## src/rtl/cpu_ctrl_pkg.sv

```systemverilog
`default_nettype none
// +--------------------------------------------------------------------+
// | cpu_ctrl_pkg : shared widths, sequencer state encoding, taken rule |
// | Rev 1.0                                                            |
// +--------------------------------------------------------------------+
package cpu_ctrl_pkg;

  localparam int          PC_W             = 32;
  localparam int          OFF_W            = 8;
  localparam logic [31:0] RESET_PC_DEFAULT = 32'h0000_0000;

  typedef enum logic [1:0] {
    ST_BOOT     = 2'd0,
    ST_RUN      = 2'd1,
    ST_STALL    = 2'd2,
    ST_REDIRECT = 2'd3
  } state_t;

  function automatic logic is_taken(input logic jump, input logic branch,
                                    input logic branch_ne, input logic zero);
    return jump | (branch & zero) | (branch_ne & ~zero);
  endfunction

endpackage
`default_nettype wire

```

## src/rtl/pc_target_adder.sv

```systemverilog
`default_nettype none
// +--------------------------------------------------------------------+
// | pc_target_adder : sign-extended word offset, <<2, added to PC+4    |
// | Rev 1.0                                                            |
// +--------------------------------------------------------------------+
module pc_target_adder
  import cpu_ctrl_pkg::*;
(
  input  logic [PC_W-1:0]  i_pc_plus4,
  input  logic [OFF_W-1:0] i_offset,
  output logic [PC_W-1:0]  o_target
);

  logic [PC_W-1:0] w_off_ext;

  assign w_off_ext = {{(PC_W-OFF_W-2){i_offset[OFF_W-1]}}, i_offset, 2'b00};
  assign o_target  = i_pc_plus4 + w_off_ext;

endmodule
`default_nettype wire

```

## src/rtl/pc_sequencer.sv

```systemverilog
`default_nettype none
// +--------------------------------------------------------------------+
// | pc_sequencer : program counter owner; sequential/jump/branch, stall|
// | Rev 1.0                                                            |
// +--------------------------------------------------------------------+
module pc_sequencer
  import cpu_ctrl_pkg::*;
#(
  parameter logic [PC_W-1:0] RESET_PC        = RESET_PC_DEFAULT,
  parameter int              CNT_W           = 16,
  parameter bit              REDIRECT_BUBBLE = 1'b0
) (
  input  logic             i_clk,
  input  logic             i_rst_n,
  input  logic             i_busywait,
  input  logic             i_jump,
  input  logic             i_branch,
  input  logic             i_branch_ne,
  input  logic             i_zero,
  input  logic [OFF_W-1:0] i_offset,
  output logic [PC_W-1:0]  o_pc,
  output logic [PC_W-1:0]  o_pc_plus4,
  output logic             o_fetch_en,
  output logic             o_flush,
  output logic [CNT_W-1:0] o_taken_cnt
);

  state_t           r_state;
  state_t           w_state_nxt;
  logic [PC_W-1:0]  r_pc;
  logic [PC_W-1:0]  w_pc_nxt;
  logic [PC_W-1:0]  w_pc_plus4;
  logic [PC_W-1:0]  w_target;
  logic [CNT_W-1:0] r_cnt;
  logic [CNT_W-1:0] w_cnt_nxt;
  logic             r_fetch_en;
  logic             r_flush;
  logic             w_taken;

  assign w_pc_plus4 = r_pc + 32'd4;
  assign w_taken    = is_taken(i_jump, i_branch, i_branch_ne, i_zero);

  pc_target_adder u_target_adder (
    .i_pc_plus4 (w_pc_plus4),
    .i_offset   (i_offset),
    .o_target   (w_target)
  );

  always_comb begin
    w_state_nxt = r_state;
    w_pc_nxt    = r_pc;
    w_cnt_nxt   = r_cnt;
    case (r_state)
      ST_BOOT: w_state_nxt = ST_RUN;
      ST_RUN, ST_STALL: begin
        if (i_busywait) begin
          w_state_nxt = ST_STALL;
        end else if (w_taken) begin
          w_pc_nxt    = w_target;
          w_state_nxt = REDIRECT_BUBBLE ? ST_REDIRECT : ST_RUN;
          if (r_cnt != {CNT_W{1'b1}}) w_cnt_nxt = r_cnt + CNT_W'(1);
        end else begin
          w_pc_nxt    = w_pc_plus4;
          w_state_nxt = ST_RUN;
        end
      end
      ST_REDIRECT: begin
        // Control inputs belong to the wrong-path instruction here.
        if (!i_busywait) begin
          w_pc_nxt    = w_pc_plus4;
          w_state_nxt = ST_RUN;
        end
      end
      default: w_state_nxt = ST_BOOT;
    endcase
  end

  always_ff @(posedge i_clk) begin
    if (!i_rst_n) begin
      r_state    <= ST_BOOT;
      r_pc       <= RESET_PC;
      r_cnt      <= '0;
      r_fetch_en <= 1'b0;
      r_flush    <= 1'b0;
    end else begin
      r_state    <= w_state_nxt;
      r_pc       <= w_pc_nxt;
      r_cnt      <= w_cnt_nxt;
      r_fetch_en <= (w_state_nxt != ST_BOOT);
      r_flush    <= (w_state_nxt == ST_REDIRECT);
    end
  end

  assign o_pc        = r_pc;
  assign o_pc_plus4  = w_pc_plus4;
  assign o_fetch_en  = r_fetch_en;
  assign o_flush     = r_flush;
  assign o_taken_cnt = r_cnt;

endmodule
`default_nettype wire
```

## config.mk

```make
export PLATFORM = sky130hd
export DESIGN_NAME = pc_sequencer
export DESIGN_NICKNAME = d
export VERILOG_FILES = /design/src/rtl/cpu_ctrl_pkg.sv /design/src/rtl/pc_target_adder.sv /design/src/rtl/pc_sequencer.sv
export SDC_FILE = /design/constraint.sdc
export NUM_CORES = 1
export LEC_CHECK = 0
export CORE_MARGIN = 2
export CORE_UTILIZATION = 40
export CTS_BUF_LIST = sky130_fd_sc_hd__clkbuf_8
export DETAILED_ROUTE_END_ITERATION = 8
export PLACE_DENSITY = 0.68
export SYNTH_ARGS = -nofsm -noshare
export SYNTH_HDL_FRONTEND = slang
export SYNTH_SLANG_ARGS = --single-unit
```

## constraint.sdc

```tcl
create_clock -name i_clk -period 3.99 [get_ports i_clk]
set_input_delay 0.399 -clock i_clk [delete_from_list [all_inputs] [get_ports i_clk]]
set_output_delay 0.399 -clock i_clk [all_outputs]
set_load 0.01 [all_outputs]
```

Yosys cells after proc, flatten, opt, wreduce, memory -nomap -nowiden:

Cells that the tools add are included.

* memories: 0
* logic and storage cells: 34
* input port bits: 15
* RAM bits: 0
* memory bits (read-only): 0
* latch bits: 0
* register bits: 52
* output and inout bits: 82

* bitwise logic cells: 6
* multiplexer cells: 7
* order comparisons: 0
* equal/unequal tests: 7
* reduce and logical (&&, ||, !) cells: 6
* $mul: 0
* add/subtract/negate cells: 3
* div/mod/pow operators: 0
* shift operators: 0

Operators by type and width (number)
* 32-bit 2-to-1 mux: 3
* 32-bit one-hot mux with 2 select lines: 1
* 32-bit by 3-bit adder with 32-bit output (second input constant): 1
* 32-bit adder: 1
* 16-bit by 1-bit adder with 16-bit output (second input constant): 1
* 16-bit inequality test (second input constant): 1
* 2-bit equality test (second input constant): 3
* 2-bit one-hot mux with 3 select lines: 1
* 2-bit 2-to-1 mux: 2
* 2-bit inequality test (second input constant): 2
* 4-bit AND reduction: 1
* 2-bit nonzero test: 2
* 3-bit AND reduction: 1
* 1-bit bitwise AND: 2
* 2-bit by 1-bit equality test with 1-bit output (second input constant): 1
* 2-bit zero test: 1
* 1-bit inverter: 2
* 1-bit OR: 2
* 2-bit OR reduction: 1

Logic depth before layout (Yosys ltp):

* depth after elaboration: 6
* gate-level depth with buffers: 17
* gate-level depth less buffers: 15

Hierarchy:

A second synthesis with hierarchy kept.

* cell total of the unflattened synthesis: 665
* area, all modules: 5116.2 µm²

By module, submodules not included
* pc_sequencer: cells each 428, times used 1, area each 3352.0 µm²
* pc_target_adder: cells each 237, times used 1, area each 1764.2 µm²

Least setup slack after synthesis:

Ideal clock, no wire load.

* path type: register to register
* from: register r_pc[2], in the netlist o_pc[2]
* to: register r_pc[29], in the netlist o_pc[29]
* buffers on the path: 2
* arrival: 3.950 ns
* clock period less this slack: 4.085 ns
* setup slack: -0.095 ns
* library setup time: 0.135 ns
* cell stages (with the launch flop): 18
* required time: 3.855 ns
* path through: dfxtp_1 > ha_1 > and3_1 > clkbuf_1 > nand2_1 > nor2_1 > and4_1 > xor2_1 > ha_1 > clkbuf_1 > a21o_1 > a21o_1 > a21o_1 > a21o_1 > a211o_1 > a2111o_1 > o221ai_1 > a31oi_1

* word-level cells in the longest chain between the ends: 5
* elaborated cells on any way between the ends: 6
* those cells by class: add/sub: 2; mux: 4

RTL lines
* from (decl): RTL line pc_sequencer.sv:30 `logic [PC_W-1:0] r_pc;`
* from (signal assigned): RTL line pc_sequencer.sv:87 `r_pc <= w_pc_nxt;`
* 32-bit by 3-bit adder with 32-bit output: RTL line pc_sequencer.sv:40 `assign w_pc_plus4 = r_pc + 32'd4;`
* via o_pc_plus4[22]: RTL line pc_sequencer.sv:22 `output logic [PC_W-1:0] o_pc_plus4,`
* 32-bit adder: RTL line pc_target_adder.sv:17 `assign o_target = i_pc_plus4 + w_off_ext;`
* 32-bit 2-to-1 mux: RTL line pc_sequencer.sv:58 `end else if (w_taken) begin`
* 32-bit 2-to-1 mux: RTL line pc_sequencer.sv:56 `if (i_busywait) begin`
* 32-bit one-hot mux with 2 select lines: RTL line pc_sequencer.sv:53 `case (r_state)`

The timed path passes the listed nets, and every way through them passes these cells. The select of a mux whose other input is x is not followed.
A chain may end at the register's enable or synchronous reset.

Worst setup path in the final report:

* from: register r_pc[10], in the netlist o_pc[10]
* to: register r_pc[31], in the netlist o_pc[31]

* word-level cells in the longest chain between the ends: 5
* elaborated cells on any way between the ends: 6
* those cells by class: add/sub: 2; mux: 4

RTL lines (RTL line)
* 32-bit by 3-bit adder with 32-bit output *: pc_sequencer.sv:40
* 32-bit adder: pc_target_adder.sv:17
* 32-bit 2-to-1 mux: pc_sequencer.sv:58
* 32-bit 2-to-1 mux: pc_sequencer.sv:56
* 32-bit one-hot mux with 2 select lines *: pc_sequencer.sv:53

Mark *: on every way between the ends. The rest lies on a longest branch, timed or not. The select of a mux whose other input is x is not followed.

==> results.yml <==
synthesis:
  ys_seq_elements: 50
  synth-edff-count: 0
  ys_seq_area_frac: 0.2177
  synth-main-ff-cell: "dfxtp_1"
  syn-cell-area_sq_mm: 0.004597
  asyncSetResetFlopFracSynth: 0
  yosysWarnings: 0
  yosysUniqueCellTypes: 65
  synth_cells: 611
  avgSynthCellArea_sq_um: 7.524
cts:
  cts.sinks: 50
  clk_latency_ns: 0.31
  cts_root_buf: "clkbuf_8"
  cts_tree: "done"
  hold_buffers: 0
  clockBufferDepth: 2
  cts_buffers: 5
  htreeDepth: 2
  clkTransAtPathRegs_ns: 0.10
outcome:
  status: "finished, final reports clean"
sta:
  finalMaxSlewViolations: 0
  max_freq_ghz: 0.2612
  maxSlewHeadroom: 0.4816
  setup_violations: 0
  hold_viol: 0
  min_period_ns: 3.828
  fin_setup_tns_ns: 0
  hold_ws_ns: 0.4959
  worst_pin_slew_ns: 0.7768
  post-route-period-util: 0.9595
  skew_ns: 0.009847
critical_path:
  worstPathRequired_ns: 4.24
  critPathCaptureType: "flop"
  critPathLaunchType: "flop"
  cp.arrival_ns: 4.08
  r2r-start: "o_pc[10]"
  crit_fanout: 9
  cp-startpoint: "o_pc[10]"
  crit_type: "reg2reg"
routing:
  wl_mm: 15.42
  num_vias: 5132
  vias_per_cell: 5.838
  drc: 0
  antenna_left: 0
  post_drt_wl_per_cell_um: 17.55
  drtIter0Drc: 410
  drt_first_pass_iters: 5
layout:
  drive_gt1_frac: 0.1386
  diodes: 0
  finalNetCount: 790
  area_growth_pct: 35.57
  fill_cells: 1108
pwr:
  p_leak_uw: 0.002540
  p_per_area_mw_per_mm2: 269.1
  peakVddDrop_mv: 0.1721
worst_hold_path:
  holdCritStartpoint: "o_pc[2]"
  hp-class: "reg2reg"
floorplan:
  die_w_um: 111.2
  io_pins: 97
  dieArea_sq_mm: 0.01237
  start_util: 0.4061
  rows: 39
  die_h_um: 111.2
  fp.coreArea_sq_mm: 0.01132
global_route:
  grt_usage: 0.2371
  grt_pass1_vias: 4815
  grt_overflow_total: 0
  grt_max_degree: 26
  antenna_found_initial: 0
  grt_pass1_wl_mm: 24.37
placement:
  gp_congestion: 0.9092
  io_buffer_count: 92
  place_hpwl_mm: 11.87
job:
  drv_cap: 0
[critical path, stage by stage (launching register included)]
cell      delay (ns)
dfxtp_2         0.39
and4_4          0.27
nand4_4         0.10
buf_4           0.19
nor3_1          0.21
buf_4           0.18
nand2_1         0.07
xnor2_1         0.37
ha_1            0.38
and3_1          0.18
a211o_1         0.29
o311ai_1        0.09
a31oi_1         0.08
or3_1           0.34
a31o_2          0.25
a21oi_1         0.17
mux2i_1         0.20
[where the power goes]
part           internal, uW  switching [uW]
clock network           188             188
logic                   338             400
registers               530            32.3
[cell usage after synthesis (5+ instances only)]
cell      count  area, sq um
a21o_1       16        120.1
a21oi_1      63        315.3
a311oi_1      7        61.31
a31oi_1       8        50.05
and3_1       11        68.82
and4_1        5        43.79
buf_2         5        25.02
clkbuf_1     20        75.07
dfxtp_1      50         1001
ha_1         39        488.0
inv_1        17        63.81
nand2_1      63        236.5
nand3_1      19        95.09
nand4_1      16        100.1
nor2_1       63        236.5
nor3_1        8        40.04
nor4_1        6        37.54
o21a_1        5        37.54
o21ai_0      38        190.2
o21bai_1      5        37.54
o221ai_1      6        52.55
or3_1         9        56.30
or4_1         5        37.54
xnor2_1      37        324.1
xor2_1       21        183.9
[state kept, by name (all words and copies together) (netlist names)]
name and flops:
o_pc 30, o_taken_cnt 16, r_state 2, o_fetch_en 1, o_flush 1
[final timing paths]
kind / end / slack (ns) / depth (start not counted)
worst max-delay path: o_pc[31] / 0.16 / 16
worst min-delay path: o_pc[2] / 0.50 / 2
worst max register to register: o_pc[31] / 0.16 / 16
worst min register to register: o_pc[2] / 0.50 / 2
[metrics by stage]
step                cell area [sq um]  cells  worst slack, ns    util  total power [uW]
floorplan                        4637    614         0.003459       -             991.1
global placement                 5996    868          0.08935  0.5296              1277
detailed placement               5996    868         -0.03487  0.5296              1288
CTS                              6122    876        0.0001563  0.5408              1667
global route                     6232    879         -0.05719  0.5505              1765
finish                           6232    879           0.1618  0.5505              1677
[cell families after synthesis]
family                     count (synthesis)  synth area share
and+or+nand+nor                          224            0.2444
AOI/OAI and AO/OA                        183            0.2591
xor gates and xnor gates                  58            0.1105
DFF                                       50            0.2177
buffers and inverters                     50           0.04572
adders and majority gates                 40            0.1105
muxes                                      5           0.01116
other                                      1         0.0008158
[metal layers]
layer / routed length, um / vias to the layer above / track usage
li1: - / 2470 / -
met1: 6692 / 2429 / 0.3116
met2: 7389 / 204 / 0.4106
met3: 1036 / 29 / 0.03226
met4: 305 / 0 / 0.05761
met5: 0 / - / 0
[cell type report]
cell class                      instances  area (sq um)  share of cell area
Inverter                               17         63.81             0.01024
Clock inverter                          3         43.79            0.007027
Timing Repair Buffer                  147          1346              0.2160
Clock buffer                            5         68.82             0.01104
Tap cell                              143         178.9             0.02871
Sequential cell                        50          1006              0.1614
Multi-Input combinational cell        514          3525              0.5655
[cells in the final DEF (no fill, tap or decap), types with 9 or more instances in the layout]
| cell type | count |
|---|---|
| a21o_1 | 16 |
| and3_1 | 11 |
| nand2_1 | 62 |
| clkdlybuf4s50_1 | 92 |
| inv_1 | 17 |
| nor2_1 | 60 |
| nand3_1 | 19 |
| xor2_1 | 15 |
| buf_4 | 54 |
| o21ai_0 | 36 |
| or3_1 | 9 |
| a21oi_1 | 63 |
| nand4_1 | 16 |
| dfxtp_1 | 46 |
| ha_1 | 37 |
| xnor2_1 | 33 |
[repair_timing]
action                     4_1_cts  5_1_grt
pin swaps                        0        2
gates cloned                     0        0
setup endpoints to repair        3        9
buffers inserted                 0        3
resized for setup                2       22
No activity file was read; power rests on OpenSTA's default activity.
